--- src/rtl/mp_add_sequencer.sv ---
// Wide add/subtract sequencer: streams OPERAND_WIDTH-bit operands through one
// ADDER_WIDTH-bit carry-lookahead slice, LSB chunk first, with a registered inter-chunk carry.

module mp_add_cla_slice #(
   parameter int W = 8
) (
   input  logic [W-1:0] iA,
   input  logic [W-1:0] iB,
   input  logic         iC,
   output logic [W-1:0] oSum,
   output logic         oC
);

   logic [W-1:0] gen;
   logic [W-1:0] prop;
   logic [W:0]   carry;

   assign gen  = iA & iB;
   assign prop = iA ^ iB;

   // Each carry is a flat sum-of-products over generate/propagate terms,
   // so no carry depends on a lower carry.
   always_comb begin : carry_tree
      logic term_acc;
      logic prop_acc;
      // NOTE: every variable written here gets a default first, so no path can leave it holding state (no latch).
      carry    = '0;
      term_acc = 1'b0;
      prop_acc = 1'b0;
      carry[0] = iC;
      for (int i = 0; i < W; i++) begin
         term_acc = gen[i];
         prop_acc = prop[i];
         for (int j = i - 1; j >= 0; j--) begin
            term_acc = term_acc | (prop_acc & gen[j]);
            prop_acc = prop_acc & prop[j];
         end
         carry[i+1] = term_acc | (prop_acc & iC);
      end
   end

   assign oSum = prop ^ carry[W-1:0];
   assign oC   = carry[W];

endmodule

module mp_add_sequencer #(
   parameter int ADDER_WIDTH   = 8,
   parameter int OPERAND_WIDTH = 64
) (
   input  logic                     iClk,
   input  logic                     iRst_n,
   input  logic                     iValid,
   output logic                     oReady,
   input  logic [OPERAND_WIDTH-1:0] iA,
   input  logic [OPERAND_WIDTH-1:0] iB,
   input  logic                     iC,
   input  logic                     iSub,
   output logic                     oValid,
   input  logic                     iReady,
   output logic [OPERAND_WIDTH-1:0] oSum,
   output logic                     oC,
   output logic                     oBusy
);

   localparam int NUM_CHUNKS = OPERAND_WIDTH / ADDER_WIDTH;
   localparam int CNT_W      = $clog2(NUM_CHUNKS + 1);
   localparam logic [CNT_W-1:0] LAST_CHUNK = CNT_W'(NUM_CHUNKS - 1);

   typedef enum logic [1:0] {
      IDLE,
      RUN,
      DONE
   } state_t;

   state_t                   state;
   state_t                   state_nxt;
   logic [OPERAND_WIDTH-1:0] ra;
   logic [OPERAND_WIDTH-1:0] rb;
   logic                     carry;
   logic [CNT_W-1:0]         cnt;
   logic                     accept;
   logic                     last_chunk;
   logic [ADDER_WIDTH-1:0]   chunk_a;
   logic [ADDER_WIDTH-1:0]   chunk_b;
   logic [ADDER_WIDTH-1:0]   slice_sum;
   logic                     slice_c;

   assign accept     = iValid & oReady;
   assign last_chunk = (cnt == LAST_CHUNK);
   assign chunk_a    = ra[int'(cnt)*ADDER_WIDTH +: ADDER_WIDTH];
   assign chunk_b    = rb[int'(cnt)*ADDER_WIDTH +: ADDER_WIDTH];

   mp_add_cla_slice #(
      .W (ADDER_WIDTH)
   ) u_slice (
      .iA   (chunk_a),
      .iB   (chunk_b),
      .iC   (carry),
      .oSum (slice_sum),
      .oC   (slice_c)
   );

   // A finished result can hand off straight into a new request when the consumer takes it.
   always_comb begin
      state_nxt = state;
      oReady    = 1'b0;
      oBusy     = 1'b0;
      oValid    = 1'b0;
      case (state)
         IDLE: begin
            oReady = 1'b1;
            if (iValid) state_nxt = RUN;
         end
         RUN: begin
            oBusy = 1'b1;
            if (last_chunk) state_nxt = DONE;
         end
         DONE: begin
            oValid = 1'b1;
            oReady = iReady;
            if (iReady) state_nxt = iValid ? RUN : IDLE;
         end
         default: state_nxt = IDLE;
      endcase
   end

   // NOTE: registers use non-blocking assignments so every flop samples pre-edge values.
   always_ff @(posedge iClk or negedge iRst_n) begin
      if (!iRst_n) state <= IDLE;
      else         state <= state_nxt;
   end

   // Subtraction is A + ~B + 1; the borrow-in is folded into the inverted carry-in.
   always_ff @(posedge iClk or negedge iRst_n) begin
      if (!iRst_n) begin
         ra    <= '0;
         rb    <= '0;
         carry <= 1'b0;
         cnt   <= '0;
         oSum  <= '0;
         oC    <= 1'b0;
      end else if (accept) begin
         ra    <= iA;
         rb    <= iSub ? ~iB : iB;
         carry <= iC ^ iSub;
         cnt   <= '0;
      end else if (state == RUN) begin
         oSum[int'(cnt)*ADDER_WIDTH +: ADDER_WIDTH] <= slice_sum;
         carry <= slice_c;
         cnt   <= cnt + 1'b1;
         if (last_chunk) oC <= slice_c;
      end
   end

endmodule
--- config.mk ---
export PLATFORM = sky130hd
export DESIGN_NAME = mp_add_sequencer
export DESIGN_NICKNAME = d
export VERILOG_FILES = /design/src/rtl/mp_add_sequencer.sv
export SDC_FILE = /design/constraint.sdc
export NUM_CORES = 1
export LEC_CHECK = 0
export CAP_MARGIN = 20
export CORE_ASPECT_RATIO = 0.5
export CORE_MARGIN = 4
export CORE_UTILIZATION = 35
export DETAILED_ROUTE_END_ITERATION = 6
export DONT_BUFFER_PORTS = 1
export GPL_ROUTABILITY_DRIVEN = 0
export SLEW_MARGIN = 20
export SYNTH_ARGS = -nofsm -noshare
export SYNTH_HDL_FRONTEND = slang
export SYNTH_SLANG_ARGS = --single-unit
--- constraint.sdc ---
create_clock -name iClk -period 10.6 [get_ports iClk]
set_input_delay 1.06 -clock iClk [delete_from_list [all_inputs] [get_ports iClk]]
set_output_delay 1.06 -clock iClk [all_outputs]
set_load 0.02 [all_outputs]
==> impl_metrics.ini <==
[worst_setup_path]
r2r_cells = 9
crit_family = simple AND/OR/NAND/NOR gates
max_stage_delay_ns = 0.83
crit_chain = buf_4 > mux4_2 > mux2i_1 > nor2_1 > ha_1 > o21ai_0 > nor4b_1 > nor4_2 > o31ai_1
rr_endpoint = oSum[31]$_DFFE_PN0P_
cp-start-kind = register
worstPathArrival_ns = 4.61
reg2reg_slack_ns = 6.27
cp-end-kind = register
cp_slowest_cell = nor4_2
crit_type = register to register
worst-path-buf-inv = 1
critPathRequiredTime_ns = 10.88
path_max_fanout = 24
r2r-start = cnt[0]$_DFFE_PN0P_

[sta]
relSlewSlack_pct = 33.73
timing.hold.ws_ns = 0.3133
setup_viol = 0
min_period_over_period_pct = 40.89
post-route-min-period_ns = 4.334
drv_slew = 0
worst_pin_slew_ns = 0.9941
final.setup.worst_slack_ns = 6.266
skew_ns = 0.02167
rsz0062_at_grt = no
max_freq_ghz = 0.2307
finalHoldViolCount = 0
fin_setup_tns_ns = 0

[cells_and_area]
syn_to_final_growth_pct = 8.830
design_area_mm2 = 0.01055
nets = 943
drive_gt1_share_pct = 19.45
n_fill_cell = 2553

[yosys]
postSynthCellCount = 828
syn_area_mm2 = 0.009693
synth_edf_count = 0
dominantRegCellSynth = dfrtp_1
yosys.cell_count.top_type = dfrtp_1
yosysSeqAreaShare_pct = 51.63
synth_warnings = 0
synth-async-reset-ratio_pct = 100.0
ys_types = 48
ys_ff_latch = 200
syn_nets = 977
synth_area_leaders = dfrtp_1 (52%), mux2_2 (8.1%), mux4_2 (7.4%)
yosys.area.top_type = dfrtp_1
avgSynthCellArea_um2 = 11.71
synth_top_area_share_pct = 51.63
yosys-top-cells-count = dfrtp_1 (200), nor2_1 (96), mux2_2 (70)

[power]
p_clk_share_pct = 15.7
power_leakage_nw = 4.205
sequentialPowerShare_pct = 37.1
ir_drop_mv = 0.1761
pwr-share-comb_pct = 47.3
p_int_mw = 2.245
netSwitchingFraction_pct = 44.61
power_density_mw_per_mm2 = 384.2
p_sw_mw = 1.808
power_mw = 4.053

[drt]
antenna_left = 0
drtIter0Drc = 473
drcViolationCount = 0
drt_wl_total_mm = 24.70
via_count = 6144
vias_per_cell = 5.180
wl_per_cell_um = 20.83
firstDrtPassIters = 4

[floorplanning]
die_h_um = 125.7
io_pins = 202
initial_core_util_pct = 36.10
die-width_um = 243.4
rows = 42
core_mm2 = 0.02685
die-area_mm2 = 0.03058

[clock_network]
post_cts_buffers = 0
cts_buffer_depth = 2
clock_latency_ns = 0.44
cts-buffers-inserted = 17
cts_num_sinks = 200
post_cts_resized = 0
cts_root_buf = clkbuf_16
path_clk_slew_ns = 0.07
htree_levels = 4
cts_tree = done
holdBufCountCts = 0

[placed_design]
place_area_mm2 = 0.009977
place_ws_ns = 6.216
port_buffers = 0
hpwlAfterDp_mm = 18.18

[worst_hold_path]
hp-class = primary input to async pin

[run]
cap_viol_max_count = 0

[grt]
grt-ovfl-total = 0
grt_max_degree = 201
first_global_vias = 6321
antenna_found_initial = 8
grt_pass1_wl_mm = 38.72
grt_usage_pct = 16.46

[status]
status = finished, final reports clean
[state kept, by name, indices dropped and copies added (netlist names)]
signal  count
oSum       64
cnt         4
carry       1
oC          1
state       2
ra         64
rb         64
[per-layer routing]
layer / vias up / GRT usage [%] / share of wire, %
li1: 2871 / - / -
met1: 3121 / 20.77 / 42
met2: 123 / 27.13 / 51
met3: 23 / 5.438 / 5.7
met4: 6 / 5.186 / 1.3
met5: - / 0 / 0.14
[worst max path at each step]
stage / startpoint / endpoint / slack [ns] / depth (start not counted)
after floorplan: cnt[0]$_DFFE_PN0P_ / oSum[13]$_DFFE_PN0P_ / 7.20 / 11
final: cnt[0]$_DFFE_PN0P_ / oSum[31]$_DFFE_PN0P_ / 6.27 / 9
after global routing: cnt[0]$_DFFE_PN0P_ / oSum[31]$_DFFE_PN0P_ / 5.87 / 9
after CTS: cnt[0]$_DFFE_PN0P_ / oSum[31]$_DFFE_PN0P_ / 6.21 / 9
after detailed placement: cnt[0]$_DFFE_PN0P_ / oSum[31]$_DFFE_PN0P_ / 6.22 / 9
after global placement: cnt[0]$_DFFE_PN0P_ / oSum[31]$_DFFE_PN0P_ / 6.36 / 9
[kinds of logic after synthesis]
group / share of synthesized area, %
compound gates: 10.58
xor+xnor: 6.506
fa+ha+maj: 2.014
buf+inv: 2.930
flops: 51.63
mux: 17.44
simple gates: 8.894
[layout make-up]
type	count	area [um2]	area share (%)
timing repair buffer	7	52.55	0.4982
sequential	200	5007	47.47
clock buffer	23	467.9	4.436
inverter	9	33.78	0.3202
multi-input combinational	559	4415	41.86
tap	374	467.9	4.436
clock inverter	9	91.34	0.8658
antenna	5	12.51	0.1186
[power groups by stage]
stage / Clock, mW / Combinational, mW / Sequential (mW)
2_1_floorplan: 0 / 1.54 / 1.36
3_3_place_gp: 0 / 1.88 / 1.50
3_5_place_dp: 0 / 1.92 / 1.52
4_1_cts: 0.646 / 1.93 / 1.51
5_1_grt: 0.681 / 2.13 / 1.55
6_report: 0.635 / 1.92 / 1.50
[stage by stage]
stage | cells | util [%]
after floorplan | 828 | -
after global placement | 1149 | 37.15
after detailed placement | 1149 | 37.15
after CTS | 1181 | 39.24
after global routing | 1186 | 39.28
final | 1186 | 39.28
[placed cells by master, fill, tap and decap left out, types with 3 or more instances in the layout]
master / count
dfrtp_1: 198
nor2_1: 96
mux2_2: 70
a21oi_1: 69
xnor2_1: 68
o31ai_1: 58
nand2_1: 49
mux4_2: 32
clkbuf_16: 17
mux2i_1: 14
ha_1: 14
o21ai_0: 12
inv_1: 9
nand3_1: 9
or2_2: 8
a22o_1: 7
buf_4: 7
or3_1: 6
diode_2: 5
nand2b_1: 5
nor3_1: 5
xor2_1: 4
clkbuf_1: 4
nor4_2: 3
clkinv_2: 3
Note: power is estimated with default switching activity, not from simulation.
